===== config.mk =====
export PLATFORM = sky130hd
export DESIGN_NAME = qsub_pipe
export DESIGN_NICKNAME = d
export VERILOG_FILES = /design/src/rtl/qsub_pipe.sv
export SDC_FILE = /design/constraint.sdc
export NUM_CORES = 1
export LEC_CHECK = 0
export ABC_AREA = 1
export BUFFER_PORTS_ARGS = -buffer_cell sky130_fd_sc_hd__buf_2
export CAP_MARGIN = 15
export CORE_ASPECT_RATIO = 2
export CORE_MARGIN = 10
export CORE_UTILIZATION = 40
export DETAILED_ROUTE_END_ITERATION = 8
export SLEW_MARGIN = 10
export SYNTH_ARGS = -nofsm -noshare
export SYNTH_HDL_FRONTEND = slang
export SYNTH_SLANG_ARGS = --single-unit

===== constraint.sdc =====
create_clock -name clk -period 2.9 [get_ports clk]
set_clock_uncertainty 0.2 [all_clocks]
set_input_delay 0.435 -clock clk [delete_from_list [all_inputs] [get_ports clk]]
set_output_delay 0.435 -clock clk [all_outputs]
set_load 0.01 [all_outputs]

===== src/rtl/qsub_pipe.sv =====
// Two-stage sign-magnitude subtractor c = a - b with valid/ready on both sides.
// Define QSUB_SAT_EN to saturate the magnitude on add-path overflow instead of wrapping.
module qsub_pipe #(
  parameter int N = 32,
  parameter int Q = 15
) (
  input  logic         clk,
  input  logic         rst_n,
  input  logic         in_valid,
  output logic         in_ready,
  input  logic [N-1:0] a,
  input  logic [N-1:0] b,
  output logic         out_valid,
  input  logic         out_ready,
  output logic [N-1:0] c,
  output logic         ovf
);
  localparam int M = N - 1;

  if (Q >= M) begin : g_bad_q
    $error("qsub_pipe: Q must be smaller than the magnitude width");
  end

  // Stage 1 state
  logic         s1_valid_q, s1_add_q, s1_sign_q, s1_eq_q;
  logic [M-1:0] s1_big_q, s1_small_q;
  logic         s1_add_d, s1_sign_d, s1_eq_d;
  logic [M-1:0] s1_big_d, s1_small_d;

  // Stage 2 state
  logic         s2_valid_q, ovf_q, ovf_d;
  logic [N-1:0] c_q, c_d;

  logic         s2_adv, s1_load;
  logic [M-1:0] mag_a, mag_b;
  logic         sa, sb, a_ge;

  assign s2_adv    = !s2_valid_q || out_ready;
  assign in_ready  = !s1_valid_q || !s2_valid_q || out_ready;
  assign s1_load   = in_valid && in_ready;
  assign out_valid = s2_valid_q;
  assign c         = c_q;
  assign ovf       = ovf_q;

  // Effective signs; a zero magnitude always counts as +0.
  assign mag_a = a[M-1:0];
  assign mag_b = b[M-1:0];
  assign sa    = a[N-1] & (|mag_a);
  assign sb    = ~b[N-1] & (|mag_b);
  assign a_ge  = mag_a >= mag_b;

  always_comb begin
    s1_add_d   = (sa == sb);
    s1_big_d   = a_ge ? mag_a : mag_b;
    s1_small_d = a_ge ? mag_b : mag_a;
    s1_eq_d    = (mag_a == mag_b);
    s1_sign_d  = s1_add_d ? sa : (a_ge ? sa : sb);
  end

  always_ff @(posedge clk or negedge rst_n) begin
    if (!rst_n) begin
      s1_valid_q <= 1'b0;
      s1_add_q   <= 1'b0;
      s1_sign_q  <= 1'b0;
      s1_eq_q    <= 1'b0;
      s1_big_q   <= '0;
      s1_small_q <= '0;
    end else if (in_ready) begin
      s1_valid_q <= in_valid;
      if (s1_load) begin
        s1_add_q   <= s1_add_d;
        s1_sign_q  <= s1_sign_d;
        s1_eq_q    <= s1_eq_d;
        s1_big_q   <= s1_big_d;
        s1_small_q <= s1_small_d;
      end
    end
  end

  logic [N-1:0] sum;
  logic [M-1:0] diff, mag;
  logic         sgn;

  always_comb begin
    sum  = {1'b0, s1_big_q} + {1'b0, s1_small_q};
    diff = s1_big_q - s1_small_q;
    sgn  = s1_sign_q;
    ovf_d = 1'b0;
    if (s1_add_q) begin
      mag   = sum[M-1:0];
      ovf_d = sum[N-1];
`ifdef QSUB_SAT_EN
      if (sum[N-1]) mag = '1;
`endif
    end else begin
      mag = s1_eq_q ? '0 : diff;
    end
    // Never emit negative zero, including a wrapped overflow.
    if (mag == '0) sgn = 1'b0;
    c_d = {sgn, mag};
  end

  always_ff @(posedge clk or negedge rst_n) begin
    if (!rst_n) begin
      s2_valid_q <= 1'b0;
      c_q        <= '0;
      ovf_q      <= 1'b0;
    end else if (s2_adv) begin
      s2_valid_q <= s1_valid_q;
      if (s1_valid_q) begin
        c_q   <= c_d;
        ovf_q <= ovf_d;
      end
    end
  end

endmodule


==> qor.yml, run 1 <==
synthTopCellsByArea: "dfrtp_1 (24%), nand2_1 (20%), ha_1 (11%), inv_1 (9.4%), nor2_1 (5.4%)"
ys.flop_type: "dfrtp_1"
die_w_um: 135
syn_area_per_cell_um2: 6.10
relSlewSlack_pct: 41.5
rsz0062_at_grt: "true"
violations: "negative hold slack"
nNetsFinal: 2144
cts.sinks: 100
finalSetupTns_ns: 0
cp_max_fo: 7
num_rows: 84
clock-root-buffer: "clkbuf_16"
dp_hpwl_um: 32600
drive_above_1_share_pct: 24.5
leakagePower_nw: 7.29
yosysUniqueCellTypes: 37
yosys.area.top_type: "dfrtp_1"
setup_viol: 0
tightest_slew_ns: 0.878
syn_to_final_growth_pct: 28.9
critical_path_class: "reg2reg"
finalWirelength_um: 39900
die_height_um: 251
required_ns: 2.97
cts_tree: "yes"
ys.warnings.count: 0
timing.hold.ws_ns: -0.0362
remaining_drc_errors: 0
timing.fmax_ghz: 0.352
cp-start-kind: "flop"
grt_usage_pct: 23.0
drtPass1Iterations: 6
synth_cells: 1743
viasPerCell: 5.13
layout_min_cycle_time_ns: 2.84
ctsHoldBuffers: 0
grt_max_degree: 96
async_flop_share_pct: 100
place_congestion: 0.983
h-tree-depth: 3
die-area_um2: 33900
worstRegToRegCells: 18
io_buffers: 102
wire_per_inst_um: 17.1
antenna_found_initial: 0
status: "finished, violations left"
cts_buffers: 9
irDropWorstVdd_mv: 0.311
power_density_nw_per_um2: 734
cts_buffer_depth: 2
ioPinCount: 103
syn_nets: 1905
drv_slew: 0
grt_overflow: 0
ys_ff_latch: 100
final_area_um2: 13700
antenna_left: 0
yosysMostFrequentCell: "nand2_1"
post_dp_cell_area_um2: 12600
critical_path_arrival_ns: 2.90
insertedDiodeCount: 0
grt_pass1_wl_um: 61700
ys_seq_area_share_pct: 23.5
synth_common_cells: "nand2_1 (557), inv_1 (267), nor2_1 (153)"
clkTransAtPathRegs_ns: 0.08
hold_class: "in2async"
grt_pass1_vias: 11800
synth_top_area_share_pct: 23.5
synth_edf_count: 0
dr_total_vias: 12000
drv_cap: 0
core_area_um2: 26300
synthesis.area_um2: 10600
period_share_pct: 97.8
start_util_pct: 40.5
crit_path_end_kind: "flop"
final-hold-violation-count: 25
drt_iter0_markers: 554
clock_latency_ns: 0.38
worst max-delay path, cell delays in order (launching register included):
cell and delay, ns:
dfrtp_1 0.35, inv_1 0.06, ha_1 0.32, buf_6 0.16
nor2_4 0.11, inv_2 0.07, nor3_1 0.31, buf_4 0.18
nand3_1 0.18, nand3_1 0.12, nand2_1 0.06, nand3_2 0.07
nand2_1 0.06, nor2_1 0.13, nand2_1 0.06, nor2_1 0.09
nand3_1 0.07, nand2_1 0.07, nand2_1 0.04
registers in the layout, summed over array words and instances (netlist names):
signal      flops
s1_big_q       31
out_valid       1
c              32
ovf             1
s1_valid_q      1
s1_sign_q       1
s1_add_q        1
s1_small_q     31
s1_eq_q         1
per-layer routing:
metal  routed length (µm)  GRT usage (%)  vias up
li1                     -              -     6078
met1                15300           25.0     5430
met2                20800           41.8      355
met3                 1520           2.02       97
met4                 2300           13.1        0
met5                    0              0        -
report_power, final:
part	switching, W	leakage, nW	total, W	internal [W]
clock	0.000616	0.137	0.00123	0.000618
combinational	0.00406	5.97	0.00682	0.00276
sequential	0.000243	1.19	0.00201	0.00176
total	0.00492	7.29	0.0101	0.00514
cell families after synthesis:
logic type,count (synthesis),share of synthesized area [%]
xor gates and xnor gates,4,0.329
adders and majority gates,94,11.2
and+or+nand+nor,925,37.0
DFF,100,23.5
buffers and inverters,346,13.4
AOI/OAI and AO/OA,274,14.5
cell usage in the layout (no fill, tap or decap), drive strengths merged, types with 11 or more instances in the layout:
cell	synthesis	routed
a21oi	69	69
a31oi	55	55
buf	40	296
clkbuf	28	11
dfrtp	100	100
ha	92	92
inv	275	278
nand2	567	567
nand3	115	115
nand4	29	29
nor2	178	178
nor3	14	14
nor4	17	17
o21ai	98	98
o21bai	13	13
o22ai	33	33
final cells by class:
cell class,count,area (µm²)
timing repair buffer,296,2060
inverter,278,1040
clock inverter,5,42.5
clock buffer,11,243
fill,2767,12600
sequential,100,2500
multi-input combinational,1297,7390
tap,344,430
per-stage QoR:
step           power [W]  setup slack [ns]  util, %  std cells
5_1_grt           0.0109           -0.0831     52.2       2331
4_1_cts          0.00947           0.00390     49.7       2320
3_5_place_dp     0.00807            -0.324     48.0       2299
6_report          0.0101            0.0629     52.2       2331
3_3_place_gp     0.00801            -0.290     48.0       2299
2_1_floorplan    0.00560             0.491        -       1743
repair_timing:
action | in CTS | in global routing
endpoints found under the setup margin | 1 | 1
resized for setup | 39 | 129
gates cloned | 0 | 0
pin swaps | 9 | 33
setup buffers | 5 | 11
worst paths after layout:
kind                       slack, ns            from           end
max                             0.06  s1_small_q[18]         c[31]
min                            -0.04           rst_n   s1_big_q[0]
max reg2reg                     0.06  s1_small_q[18]         c[31]
min reg2reg                     0.27            c[0]          c[0]
max in group asynchronous       1.86           rst_n  s1_big_q[24]
min in group clk                0.11        in_valid    s1_valid_q
(Power assumes the default switching activity.)
==> run 2, diff against run 1 <==
--- a/config.mk
+++ b/config.mk
@@ -10,7 +10,7 @@
 export CAP_MARGIN = 15
 export CORE_ASPECT_RATIO = 2
 export CORE_MARGIN = 10
-export CORE_UTILIZATION = 40
+export CORE_UTILIZATION = 30
 export DETAILED_ROUTE_END_ITERATION = 8
 export SLEW_MARGIN = 10
 export SYNTH_ARGS = -nofsm -noshare
==> run 2 against run 1 <==
The flow now finishes without violations; combinational power grew 6.7%; flip-flop and latch count stayed put; sequential power barely moved; largest power group unchanged; via count grew 1.7%; routed wire length rose by 5.6%.
==> qor.yml, run 2 (synthesis results as in run 1) <==
mostFrequentLayoutCells: "nand2_1 (526), buf_4 (272), inv_1 (254)"
cts.sinks: 100  # unchanged
top_layer_used: "met4"
layout_commonest_cell: "nand2_1"
remaining_drc_errors: 0  # unchanged
core_area_um2: 35100  # +33%
io_buffers: 102  # unchanged
ioPinCount: 103  # unchanged
wl_met2_um: 22700  # +9.0%
cp_top_family: "simple AND/OR/NAND/NOR gates"
antenna_left: 0  # unchanged
layout_min_cycle_time_ns: 2.86  # +0.0184 ns
largest_reg_flops: 32  # unchanged
path_buf_inv: 4  # unchanged
crit_path_top_delay_cell: "dfrtp_1"
sw_frac_of_total_pct: 47.1  # -1.8 points
drv_cap: 0  # unchanged
power_density_nw_per_um2: 732  # -0.26%
die_height_um: 286  # +14%
insertedDiodeCount: 0  # unchanged
num-fill-cells: 3719  # +34%
clock_power_share_pct: 12.7  # +0.4 points
wl_met3_um: 1330  # -12%
seq_power_share_pct: 18.8  # -1.1 points
critical_path_class: "reg2reg"
crit_path_cell_trace: "ha_2 > inv_2 > fa_2 > inv_2 > nand2_2 > nand2_2 > buf_6 > nand2_4 > nand2_4 > nand3_1 > nand3_1 > nand2_1 > nand3_2 > nand2_1 > nor2_1 > nand2_1 > nor2_1 > buf_4 > nand3_1 > nand2_1 > nand2_1"
status: "complete, no violations"
power.internal_w: 0.00562  # +9.3%
clock-root-buffer: "clkbuf_16"
setup_viol: 0  # unchanged
clkTransAtPathRegs_ns: 0.08  # about the same
tightest_slew_ns: 0.729  # -0.148 ns
cts_tree: "yes"
drv_slew: 0  # unchanged
required_ns: 2.98  # about the same
place_congestion: 0.921  # -6.3%
postLayoutCoreUtil_pct: 41.4  # -11 points
placed_cells: 2496  # +8.6%
drtPass1Iterations: 7  # +1
relSlewSlack_pct: 50.9  # +9.5 points
multiInputGateArea_um2: 7370  # -0.37%
final_cells: 2521  # +8.2%
die_w_um: 153  # +13%
design_power_total_w: 0.0106  # +5.6%
finalSetupTns_ns: 0  # unchanged
post_dp_cell_area_um2: 13400  # +6.5%
start_util_pct: 30.3  # -10 points
finalWirelength_um: 42200  # +5.6%
drive_above_1_share_pct: 27.9  # +3.4 points
period_share_pct: 98.5  # +0.63 points
crit_path_end_kind: "flop"
dp_hpwl_um: 35500  # +8.7%
wire_per_inst_um: 16.7  # -2.4%
rsz0062_at_grt: "true"
h-tree-depth: 3  # unchanged
cts_buffer_depth: 2  # unchanged
leakagePower_nw: 7.74  # +6.1%
grt_usage_pct: 18.5  # -4.5 points
hold_class: "in2reg"
grt_pass1_wl_um: 65300  # +5.9%
viasPerCell: 4.83  # -5.9%
irDropWorstVdd_mv: 0.322  # +3.4%
final_area_um2: 14500  # +5.9%
p_comb_share_pct: 68.5  # +0.7 points
final-hold-violation-count: 0  # -100%
timing.fmax_ghz: 0.350  # -0.64%
regArea_um2: 2500  # about the same
critical_path_arrival_ns: 2.93  # +0.03 ns
met1_length_um: 15500  # +1.3%
dr_total_vias: 12200  # +1.7%
cp_common_cell: "nand2_1"
nNetsFinal: 2233  # +4.2%
cp_slowest_stage_delay_ns: 0.40  # +0.05 ns
cp-start-kind: "flop"
grt_overflow: 0  # unchanged
drt_iter0_markers: 668  # +21%
clock_latency_ns: 0.37  # about the same
net-switching-power_w: 0.00501  # +1.7%
num_rows: 97  # +15%
cts_buffers: 9  # unchanged
grt_pass1_vias: 12500  # +5.7%
die-area_um2: 43900  # +29%
grt_max_degree: 66  # -31%
antenna_found_initial: 0  # unchanged
syn_to_final_growth_pct: 36.4
cp_max_fo: 3  # -4
[run 2: repair_timing]
item | 4_1_cts | 5_1_grt
endpoints found under the setup margin | 2 | 3
hold buffers | 1 | 0
pin swaps | 9 | 31
endpoints found under the hold margin | 35 | 0
cloned | 0 | 0
gates resized for setup | 45 | 118
buffers inserted | 5 | 4
[run 2: through the flow]
step	hold slack (ns)	setup slack [ns]
floorplan	-0.0606	0.491
global placement	0.233	-0.247
detailed placement	0.237	-0.280
CTS	0.0798	0.00143
global route	0.0970	-0.102
finish	0.0927	0.0445
[run 2: per-layer routing]
layer	GRT usage, %	vias to the layer above
met3	1.95	106
met2	35.4	304
li1	-	6254
met5	0	-
met4	11.7	0
met1	18.4	5503
[run 2: final timing paths]
| kind | slack, ns | startpoint | end | depth (start not counted) |
|---|---|---|---|---|
| worst min register to register | 0.27 | c[3] | c[3] | 2 |
| min in group asynchronous | 0.37 | rst_n | s1_valid_q | 2 |
| worst max register to register | 0.04 | s1_small_q[0] | c[31] | 21 |
| worst min-delay path | 0.09 | in_valid | s1_valid_q | 3 |
| worst max-delay path | 0.04 | s1_small_q[0] | c[31] | 21 |
| max in group asynchronous | 1.40 | rst_n | s1_big_q[24] | 3 |
[run 2: layout make-up]
type | instances | area share, %
clock buffer | 10 | 1.65
clock inverter | 6 | 0.526
inverter | 278 | 7.19
multi-input combinational | 1297 | 50.7
sequential | 100 | 17.2
tap | 445 | 3.84
timing repair buffer | 385 | 18.8
[run 2: power groups by stage]
| stage | clock (W) | combinational (W) | sequential (W) |
|---|---|---|---|
| 2_1_floorplan | 0 | 0.00351 | 0.00208 |
| 5_1_grt | 0.00144 | 0.00803 | 0.00205 |
| 4_1_cts | 0.00139 | 0.00682 | 0.00198 |
| 3_5_place_dp | 0 | 0.00661 | 0.00201 |
| 3_3_place_gp | 0 | 0.00655 | 0.00198 |
| 6_report | 0.00135 | 0.00728 | 0.00199 |
[run 2: worst register-to-register path: stages, from the launching register on]
cell     delay, ns
dfrtp_1       0.40
ha_2          0.21
inv_2         0.05
fa_2          0.38
inv_2         0.08
nand2_2       0.07
nand2_2       0.09
buf_6         0.13
nand2_4       0.06
nand2_4       0.08
nand3_1       0.17
nand3_1       0.12
nand2_1       0.06
nand3_2       0.07
nand2_1       0.06
nor2_1        0.09
nand2_1       0.06
nor2_1        0.10
buf_4         0.11
nand3_1       0.05
nand2_1       0.07
nand2_1       0.05
==> run 3, diff against run 2 <==
==> constraint.sdc (replaced) <==
create_clock -name clk -period 2.9 [get_ports clk]
set_clock_uncertainty 0.2 [all_clocks]
set_input_delay 0.29 -clock clk [delete_from_list [all_inputs] [get_ports clk]]
set_output_delay 0.29 -clock clk [all_outputs]
set_load 0.01 [all_outputs]
==> run 3 against run 2 <==
The flow now finishes with violations (negative setup slack); register-to-register slack got worse by 0.04 ns; critical path depth fell by 1; final area fell by 2.2%; global-route usage fell by 0.12 points; cell count fell by 2.6%; first-iteration DRC count rose by 14%; core utilization fell by 0.90 points; routed wire length fell by 0.94%; worst setup slack got worse by 0.045 ns.
==> qor.yml, run 3 (synthesis results as in run 1) <==
cp_common_cell: "nand2_1"
crit_path_end_kind: "flop"
wl_met3_um: 1170  # -12%
tightest_slew_ns: 0.683  # -0.0460 ns
crit_path_top_delay_cell: "dfrtp_1"
viasPerCell: 4.91  # +1.7%
critical_path_class: "reg2reg"
period_share_pct: 100  # +1.5 points
drv_slew: 0  # unchanged
finalWirelength_um: 41800  # -0.94%
mostFrequentLayoutCells: "nand2_1 (515), inv_1 (249), buf_4 (207)"
critical_path_arrival_ns: 2.96  # +0.03 ns
irDropWorstVdd_mv: 0.311  # -3.2%
cp-start-kind: "flop"
grt_pass1_vias: 12300  # -1.5%
top_layer_used: "met4"
io_buffers: 102  # unchanged
cp_max_fo: 4  # +1
crit_path_cell_trace: "ha_2 > inv_2 > fa_2 > inv_2 > nand2_2 > nand2_4 > buf_6 > nand2_4 > nand2_4 > nand3_4 > nand3_2 > nand2_1 > nand3_2 > nand2_1 > nor2_1 > nand2_1 > nor2_4 > nand3_2 > nand2_1 > nand2_1"
violations: "negative setup slack"
dp_hpwl_um: 35100  # -0.91%
rsz0062_at_grt: "true"
drtPass1Iterations: 6  # -1
insertedDiodeCount: 0  # unchanged
relSlewSlack_pct: 54.0  # +3.1 points
h-tree-depth: 3  # unchanged
clock_latency_ns: 0.37  # about the same
grt_max_degree: 96  # +45%
cts.sinks: 100  # unchanged
antenna_left: 0  # unchanged
postLayoutCoreUtil_pct: 40.5  # -0.90 points
grt_usage_pct: 18.4  # -0.12 points
timing.fmax_ghz: 0.345  # -1.5%
leakagePower_nw: 7.43  # -4.0%
grt_pass1_wl_um: 64600  # -1.0%
die-area_um2: 43900  # unchanged
num-fill-cells: 3739  # +0.54%
hold_class: "in2reg"
cts_buffers: 9  # unchanged
antenna_found_initial: 0  # unchanged
met1_length_um: 15400  # -0.61%
clkTransAtPathRegs_ns: 0.08  # about the same
drv_cap: 0  # unchanged
place_congestion: 0.916  # -0.51%
die_w_um: 153  # unchanged
drt_iter0_markers: 761  # +14%
cp_slowest_stage_delay_ns: 0.44  # +0.04 ns
num_rows: 97  # unchanged
largest_reg_flops: 32  # unchanged
drive_above_1_share_pct: 27.5  # -0.48 points
power_density_nw_per_um2: 728  # -0.56%
cts_tree: "yes"
grt_overflow: 0  # unchanged
required_ns: 2.96  # -0.02 ns
die_height_um: 286  # unchanged
start_util_pct: 30.3  # unchanged
cts_buffer_depth: 2  # unchanged
final-hold-violation-count: 0  # unchanged
ioPinCount: 103  # unchanged
layout_min_cycle_time_ns: 2.90  # +0.0448 ns
nNetsFinal: 2167  # -3.0%
layout_commonest_cell: "nand2_1"
wire_per_inst_um: 17.0  # +1.7%
clock-root-buffer: "clkbuf_16"
wl_met2_um: 22100  # -2.5%
setup_viol: 1  # +1
status: "finished, violations left"
remaining_drc_errors: 0  # unchanged
syn_to_final_growth_pct: 33.5
finalWorstSetupSlack_ns: -0.000267  # -0.0448 ns
design_power_total_w: 0.0103  # -2.7%
dr_total_vias: 12000  # -1.0%
core_area_um2: 35100  # unchanged
run 3: worst max-delay path, delay by kind of cell, from the launching register on:
| family | cells | cell delay, ns |
|---|---|---|
| adder cells (fa/ha/maj) | 2 | 0.60 |
| AND/OR/NAND/NOR | 15 | 1.31 |
| buffers and inverters | 3 | 0.23 |
| flip-flops | 1 | 0.44 |
run 3: worst paths after layout:
path                               start      endpoint  slack (ns)  cells past startpoint
max in group asynchronous          rst_n  s1_big_q[22]        1.56                      3
setup / recovery           s1_small_q[0]         c[31]     -0.0003                     20
min in group asynchronous          rst_n     out_valid        0.22                      2
hold / removal                     a[19]  s1_big_q[19]        0.04                      3
hold reg to reg                     c[3]          c[3]        0.28                      2
setup reg to reg           s1_small_q[0]         c[31]     -0.0003                     20
run 3: what timing repair did:
action	4_1_cts	5_1_grt
endpoints found under the hold margin	37	0
setup endpoints to repair	1	2
hold buffers	3	0
resized for setup	66	151
pin swaps	2	34
buffers inserted	4	17
run 3: area by class of cell:
class | instances | area (µm²) | share of cell area, %
well taps | 445 | 557 | 3.92
clock inverters | 7 | 67.6 | 0.476
clock buffers | 9 | 225 | 1.59
inverters | 278 | 1040 | 7.35
multi-input cells | 1297 | 7570 | 53.3
repair buffers | 319 | 2230 | 15.7
flip-flops and latches | 100 | 2500 | 17.6
run 3: metrics by stage:
stage | setup TNS (ns) | cells | worst slack (ns) | hold WS, ns | cell area, µm²
detailed placement | -0.458 | 2415 | -0.458 | 0.0989 | 12900
global placement | -0.455 | 2415 | -0.455 | 0.0899 | 12900
floorplan | 0 | 1743 | 0.491 | -0.206 | 10600
finish | -0.000267 | 2455 | -0.000267 | 0.0429 | 14200
CTS | 0 | 2438 | 0.00204 | 0.0189 | 13500
global route | -0.0772 | 2455 | -0.0772 | 0.0483 | 14200
run 3: routing by layer:
layer | track usage [%] | up-vias
met5 | 0 | -
met4 | 13.2 | 0
met3 | 2.01 | 118
met2 | 34.9 | 307
met1 | 17.8 | 5493
li1 | - | 6126
run 3: power breakdown:
part | switching [W] | total (W) | internal, W
sequential | 0.000243 | 0.00200 | 0.00176
combinational | 0.00417 | 0.00709 | 0.00292
clock | 0.000633 | 0.00124 | 0.000606
